===== src/rtl/disp_frame_commit.sv =====
// Tear-free hand-off of game display state into the pixel-clock domain.
// A toggle request is copied into shadow registers one obstacle slot per cycle, starting only on a vblank rising edge.
module disp_frame_commit #(
  parameter int unsigned N_OBS        = 10,
  parameter int unsigned RST_X        = 700,
  parameter int unsigned RST_Y        = 500,
  parameter int unsigned RST_PLAYER_Y = 240
) (
  input  logic                  clk,
  input  logic                  rst_n,
  input  logic                  vblank,
  input  logic                  upd_req_tgl,
  output logic                  upd_ack_tgl,
  input  logic [N_OBS*10-1:0]   obs_x_left_in,
  input  logic [N_OBS*10-1:0]   obs_x_right_in,
  input  logic [N_OBS*9-1:0]    obs_y_up_in,
  input  logic [N_OBS*9-1:0]    obs_y_down_in,
  input  logic [8:0]            player_y_in,
  input  logic [1:0]            gamemode_in,
  output logic [N_OBS*10-1:0]   obs_x_left,
  output logic [N_OBS*10-1:0]   obs_x_right,
  output logic [N_OBS*9-1:0]    obs_y_up,
  output logic [N_OBS*9-1:0]    obs_y_down,
  output logic [8:0]            player_y,
  output logic [1:0]            gamemode,
  output logic                  commit_pulse,
  output logic                  busy,
  output logic [7:0]            overrun_cnt
);

  localparam int unsigned XW    = 10;
  localparam int unsigned YW    = 9;
  localparam int unsigned PW    = 9;
  localparam int unsigned GW    = 2;
  localparam int unsigned CW    = 8;
  localparam int unsigned IDX_W = (N_OBS > 1) ? $clog2(N_OBS) : 1;

  localparam logic [IDX_W-1:0]    IDX_LAST = IDX_W'(N_OBS - 1);
  localparam logic [N_OBS*XW-1:0] X_RST    = {N_OBS{XW'(RST_X)}};
  localparam logic [N_OBS*YW-1:0] Y_RST    = {N_OBS{YW'(RST_Y)}};
  localparam logic [PW-1:0]       P_RST    = PW'(RST_PLAYER_Y);
  localparam logic [CW-1:0]       CNT_MAX  = '1;

  typedef enum logic [1:0] {
    IDLE    = 2'd0,
    WAIT_VB = 2'd1,
    COPY    = 2'd2,
    DONE    = 2'd3
  } state_e;

  state_e                state_q, state_d;
  logic [IDX_W-1:0]      idx_q, idx_d;
  logic                  req_meta_q, req_s_q, req_d_q, vblank_d_q;
  logic                  req_lat_q, req_lat_d;
  logic                  ack_q, ack_d;
  logic                  commit_q, commit_d;
  logic                  busy_q, busy_d;
  logic [CW-1:0]         ovr_q, ovr_d;
  logic [N_OBS*XW-1:0]   xl_q, xl_d, xr_q, xr_d;
  logic [N_OBS*YW-1:0]   yu_q, yu_d, yd_q, yd_d;
  logic [PW-1:0]         py_q, py_d;
  logic [GW-1:0]         gm_q, gm_d;
  logic                  vb_rise;

  assign vb_rise = vblank & ~vblank_d_q;

  // Next-state, copy datapath and bookkeeping
  always_comb begin
    state_d   = state_q;
    idx_d     = idx_q;
    req_lat_d = req_lat_q;
    ack_d     = ack_q;
    commit_d  = 1'b0;
    ovr_d     = ovr_q;
    xl_d      = xl_q;
    xr_d      = xr_q;
    yu_d      = yu_q;
    yd_d      = yd_q;
    py_d      = py_q;
    gm_d      = gm_q;

    case (state_q)
      IDLE: begin
        if (req_s_q != ack_q) begin
          state_d   = WAIT_VB;
          req_lat_d = req_s_q;
        end
      end
      WAIT_VB: begin
        if (vb_rise) begin
          state_d = COPY;
          idx_d   = '0;
        end
      end
      COPY: begin
        xl_d[int'(idx_q)*XW +: XW] = obs_x_left_in[int'(idx_q)*XW +: XW];
        xr_d[int'(idx_q)*XW +: XW] = obs_x_right_in[int'(idx_q)*XW +: XW];
        yu_d[int'(idx_q)*YW +: YW] = obs_y_up_in[int'(idx_q)*YW +: YW];
        yd_d[int'(idx_q)*YW +: YW] = obs_y_down_in[int'(idx_q)*YW +: YW];
        if (idx_q == '0) begin
          py_d = player_y_in;
          gm_d = gamemode_in;
        end
        if (idx_q == IDX_LAST) begin
          state_d  = DONE;
          commit_d = 1'b1;
        end else begin
          idx_d = idx_q + IDX_W'(1);
        end
      end
      DONE: begin
        ack_d   = req_lat_q;
        state_d = IDLE;
      end
      default: state_d = IDLE;
    endcase

    // A re-toggle during DONE is served by IDLE next cycle, so it is not an overrun
    if (((state_q == WAIT_VB) || (state_q == COPY)) && (req_s_q != req_d_q) &&
        (ovr_q != CNT_MAX)) begin
      ovr_d = ovr_q + CW'(1);
    end

    busy_d = (state_d == WAIT_VB) || (state_d == COPY);
  end

  always_ff @(posedge clk or negedge rst_n) begin
    if (!rst_n) begin
      state_q    <= IDLE;
      idx_q      <= '0;
      req_meta_q <= 1'b0;
      req_s_q    <= 1'b0;
      req_d_q    <= 1'b0;
      vblank_d_q <= 1'b0;
      req_lat_q  <= 1'b0;
      ack_q      <= 1'b0;
      commit_q   <= 1'b0;
      busy_q     <= 1'b0;
      ovr_q      <= '0;
      xl_q       <= X_RST;
      xr_q       <= X_RST;
      yu_q       <= Y_RST;
      yd_q       <= Y_RST;
      py_q       <= P_RST;
      gm_q       <= '0;
    end else begin
      state_q    <= state_d;
      idx_q      <= idx_d;
      req_meta_q <= upd_req_tgl;
      req_s_q    <= req_meta_q;
      req_d_q    <= req_s_q;
      vblank_d_q <= vblank;
      req_lat_q  <= req_lat_d;
      ack_q      <= ack_d;
      commit_q   <= commit_d;
      busy_q     <= busy_d;
      ovr_q      <= ovr_d;
      xl_q       <= xl_d;
      xr_q       <= xr_d;
      yu_q       <= yu_d;
      yd_q       <= yd_d;
      py_q       <= py_d;
      gm_q       <= gm_d;
    end
  end

  assign upd_ack_tgl  = ack_q;
  assign commit_pulse = commit_q;
  assign busy         = busy_q;
  assign overrun_cnt  = ovr_q;
  assign obs_x_left   = xl_q;
  assign obs_x_right  = xr_q;
  assign obs_y_up     = yu_q;
  assign obs_y_down   = yd_q;
  assign player_y     = py_q;
  assign gamemode     = gm_q;

endmodule


===== config.mk =====
export PLATFORM = sky130hd
export DESIGN_NAME = disp_frame_commit
export DESIGN_NICKNAME = d
export VERILOG_FILES = /design/src/rtl/disp_frame_commit.sv
export SDC_FILE = /design/constraint.sdc
export NUM_CORES = 1
export LEC_CHECK = 0
export ABC_AREA = 1
export CELL_PAD_IN_SITES_DETAIL_PLACEMENT = 0
export CELL_PAD_IN_SITES_GLOBAL_PLACEMENT = 1
export CORE_AREA = 4 4 310 312
export DETAILED_ROUTE_END_ITERATION = 7
export DIE_AREA = 0 0 314 316
export PLACE_DENSITY = 0.65
export SLEW_MARGIN = 20
export SYNTH_ARGS = -nofsm -noshare
export SYNTH_HDL_FRONTEND = slang
export SYNTH_SLANG_ARGS = --single-unit

===== constraint.sdc =====
create_clock -name clk -period 9.1 [get_ports clk]
set_input_delay 1.365 -clock clk [delete_from_list [all_inputs] [get_ports clk]]
set_output_delay 1.365 -clock clk [all_outputs]
set_load 0.05 [all_outputs]

==> qor.csv <==
stage,metric,value,unit
run_status,outcome,"complete, no violations",
synth,yosysTopAreaCellShare,27.5,%
sta,hold_viol,0,
power_and_ir_drop,p_leak,15.4,nW
critical_path,cp_slowest_cell,buf_4,
detailed_routing,drt_iter0_drc,1902,
sta,setup_tns,0,ns
clock_tree,cts_hold_repair.buffers,0,
synth,yosysUniqueCellTypes,48,
critical_path,rr_startpoint,idx_q[1]$_DFFE_PN0P_,
global_routing,grt_max_degree,160,
synth,synth_xor_area_share,0.413,%
sta,worst_slack,4.27,ns
floorplanning,ioPinCount,797,
finish,layout.cells.non_filler,5157,
synth,ys_top_cells_by_area,"dfstp_2 (27%), dfrtp_1 (18%), nand2_1 (16%)",
sta,fmax,207,MHz
global_routing,grt_antenna_before_repair,10,
detailed_routing,drt-pass1-iter-count,8,
synth,synth_fa_ha_area_share,1.05,%
synth,muxShareOfSynthArea,2.44,%
synth,synth_edf_count,0,
clock_tree,post_cts_resized,0,
clock_tree,cts.sinks,413,
finish,drive_gt1_share,12.4,%
power_and_ir_drop,power_density,424,nW/um^2
detailed_routing,viasPerCell,4.76,
clock_tree,cts_buffers,51,
run,maxCapViolCount,0,
detailed_routing,ant_nets,0,
clock_tree,clk_pin_slew,0.06,ns
detailed_routing,wl_per_cell,24.1,microns
synth,synthCells,3143,
placement,place_area,32400,sq um
clock_tree,clock_latency,0.65,ns
synth,ys_ff_latch,413,
floorplanning,core-area,93000,sq um
synth,synth_area,23300,sq um
synth,ys_async_sr_fraction,100,%
synth,syn_area_per_cell,7.42,sq um
placement,portBuffers,796,
detailed_routing,vias,24600,
critical_path,end_kind,flop,
critical_path,path_buf_inv,6,
critical_path,startpoint,idx_q[1]$_DFFE_PN0P_,
synth,synth_compound_gate_area_share,13.3,%
placement,post-place-cells,5052,
critical_path,crit_family,buffers and inverters,
global_routing,grt_overflow,0,
floorplanning,die_y,316,microns
synth,synth_top_family_by_area,simple AND/OR/NAND/NOR gates,
detailed_routing,route.detailed.drc,0,
finish,area_growth,46.5,%
critical_path,critPathMaxFanout,59,
synth,synth-seq-area-share,45.6,%
critical_path,critPathKind,flop to flop,
finish,fill_cells,9974,
sta,slew_violations,0,
sta,setup_viol,0,
global_routing,grt_pass1_vias,24400,
global_routing,grt_pass1_wl,177000,microns
finish,layout_commonest_cell,nand2_1,
sta,slew-limit-headroom,25.1,%
critical_path,crit_chain,"buf_4, inv_2, ha_1, nand3_1, nor2_1, inv_2, nor2_1, ha_1, inv_1, nor2_4, nand2_4, inv_2, nand2_2, clkinv_2, nand3_1, o21ai_0",
finish,multiInputGateArea,10900,sq um
synth,synth_flop_cell,dfstp_2,
finish,fin_area,34200,sq um
clock_tree,ctsHtreeMaxLevel,2,
sta,fin_worst_skew,0.0589,ns
critical_path,cp-start-kind,flop,
sta,period_share,53.1,%
critical_path,cpPeakStageDelay,0.62,ns
synth,synth_area_leader_cell,dfstp_2,
critical_path,cp.arrival,5.32,ns
finish,final_cell_mix,"nand2_1 (1014), clkdlybuf4s50_1 (795), o21ai_0 (312)",
global_routing,grt_usage,24.2,%
finish,regArea,10700,sq um
worst_hold_path,hp-class,flop to flop,
synth,synth_warnings,0,
critical_path,required,9.59,ns
detailed_routing,finalWirelength,124000,microns
sta,min_period,4.83,ns
floorplanning,die_w,314,microns
synth,mappedNetlistNets,3557,
clock_tree,tritoncts,done,
sta,tightest_slew,1.12,ns
placement,gp_congestion,0.913,
clock_tree,cts_buffer_depth,3,
finish,final_net_count,4265,
floorplanning,fp.dieArea,99200,sq um
sta,grt_setup_unrepaired,no,
floorplanning,start_util,25.1,%
clock_tree,post-cts-setup-buffers,0,
power_and_ir_drop,ir_drop,0.203,mV
floorplanning,num_rows,112,
synth,synthSimpleGateAreaFrac,29.7,%
clock_tree,cts_root_buffer,clkbuf_16,
placement,pre_cts_ws,4.34,ns
placement,hpwl,95800,microns
worst_hold_path,hold_path_startpoint,req_meta_q$_DFF_PN0_,
critical_path,crit_path_frequent_cell,inv_2,
cells by family after synthesis:
| family | Yosys count |
|---|---|
| and+or+nand+nor | 1657 |
| AOI/OAI and AO/OA | 562 |
| buffers and inverters | 428 |
| DFF | 413 |
| muxes | 53 |
| adders and majority gates | 19 |
| xor gates and xnor gates | 11 |
per-stage QoR:
stage / hold WS [ns] / power, mW / util (%)
floorplan: 0.331 / 8.83 / -
finish: 0.356 / 14.5 / 36.7
CTS: 0.358 / 14.6 / 36.7
global route: 0.363 / 15.3 / 36.7
detailed placement: 0.348 / 12.4 / 34.8
global placement: 0.333 / 12.4 / 34.8
worst register-to-register path: cells and delay by family (launching register included):
| kind | cells | cell delay [ns] |
|---|---|---|
| buf+inv | 6 | 1.68 |
| flops | 1 | 0.57 |
| compound gates | 1 | 0.28 |
| simple gates | 7 | 1.33 |
| fa+ha+maj | 2 | 0.86 |
metal layers:
metal,global-route usage (%),vias up,wire [microns],part of all wire [%]
li1,-,11700,-,-
met1,31.4,11800,53600,43
met2,40.2,899,57700,46
met3,7.07,119,10400,8.4
met4,5.03,2,2660,2.1
met5,0,-,11,0.0088
worst paths after layout:
| kind | to | slack, ns | cells after the start |
|---|---|---|---|
| max reg2reg | obs_x_left[65]$_DFFE_PN1P_ | 4.27 | 16 |
| max in group asynchronous | obs_x_left[1]$_DFFE_PN0P_ | 6.80 | 2 |
| max | obs_x_left[65]$_DFFE_PN1P_ | 4.27 | 16 |
| min reg2reg | req_s_q$_DFF_PN0_ | 0.36 | 0 |
| min in group asynchronous | gamemode[0]$_DFFE_PN0P_ | 0.79 | 1 |
| min | req_s_q$_DFF_PN0_ | 0.36 | 0 |
sequential cells by signal, summed over array words and instances, names as in the netlist, 2 cells and up:
| signal | flops |
|---|---|
| obs_y_down | 90 |
| obs_y_up | 90 |
| obs_x_left | 100 |
| overrun_cnt | 8 |
| obs_x_right | 100 |
| idx_q | 4 |
| gamemode | 2 |
| player_y | 9 |
| state_q | 2 |
cells in the mapped netlist (18+ instances only):
master and n:
nand3_1 240, o22ai_1 39, buf_2 54, a21oi_1 54
o31ai_1 26, inv_1 225, nand4_1 76, o21ai_1 78
nand2_1 1015, inv_2 26, o21ai_0 312, nor2_1 275
clkbuf_1 78, ha_1 18, buf_1 24, o211ai_1 21
dfstp_2 244, mux2_2 31, dfrtp_1 169, mux2i_1 22
area by class of cell:
type                    instances  area share (%)
clock buffers                  68            4.22
repair buffers                829            24.1
multi-input cells            2302            32.0
clock inverters                28           0.999
diodes                          9          0.0659
inverters                     254            2.81
well taps                    1254            4.59
flip-flops and latches        413            31.2
where the power goes:
part | internal [mW] | switching [mW]
Clock | 1.24 | 0.893
Sequential | 2.77 | 0.467
Combinational | 2.36 | 6.74
No activity file was read; power rests on OpenSTA's default activity.
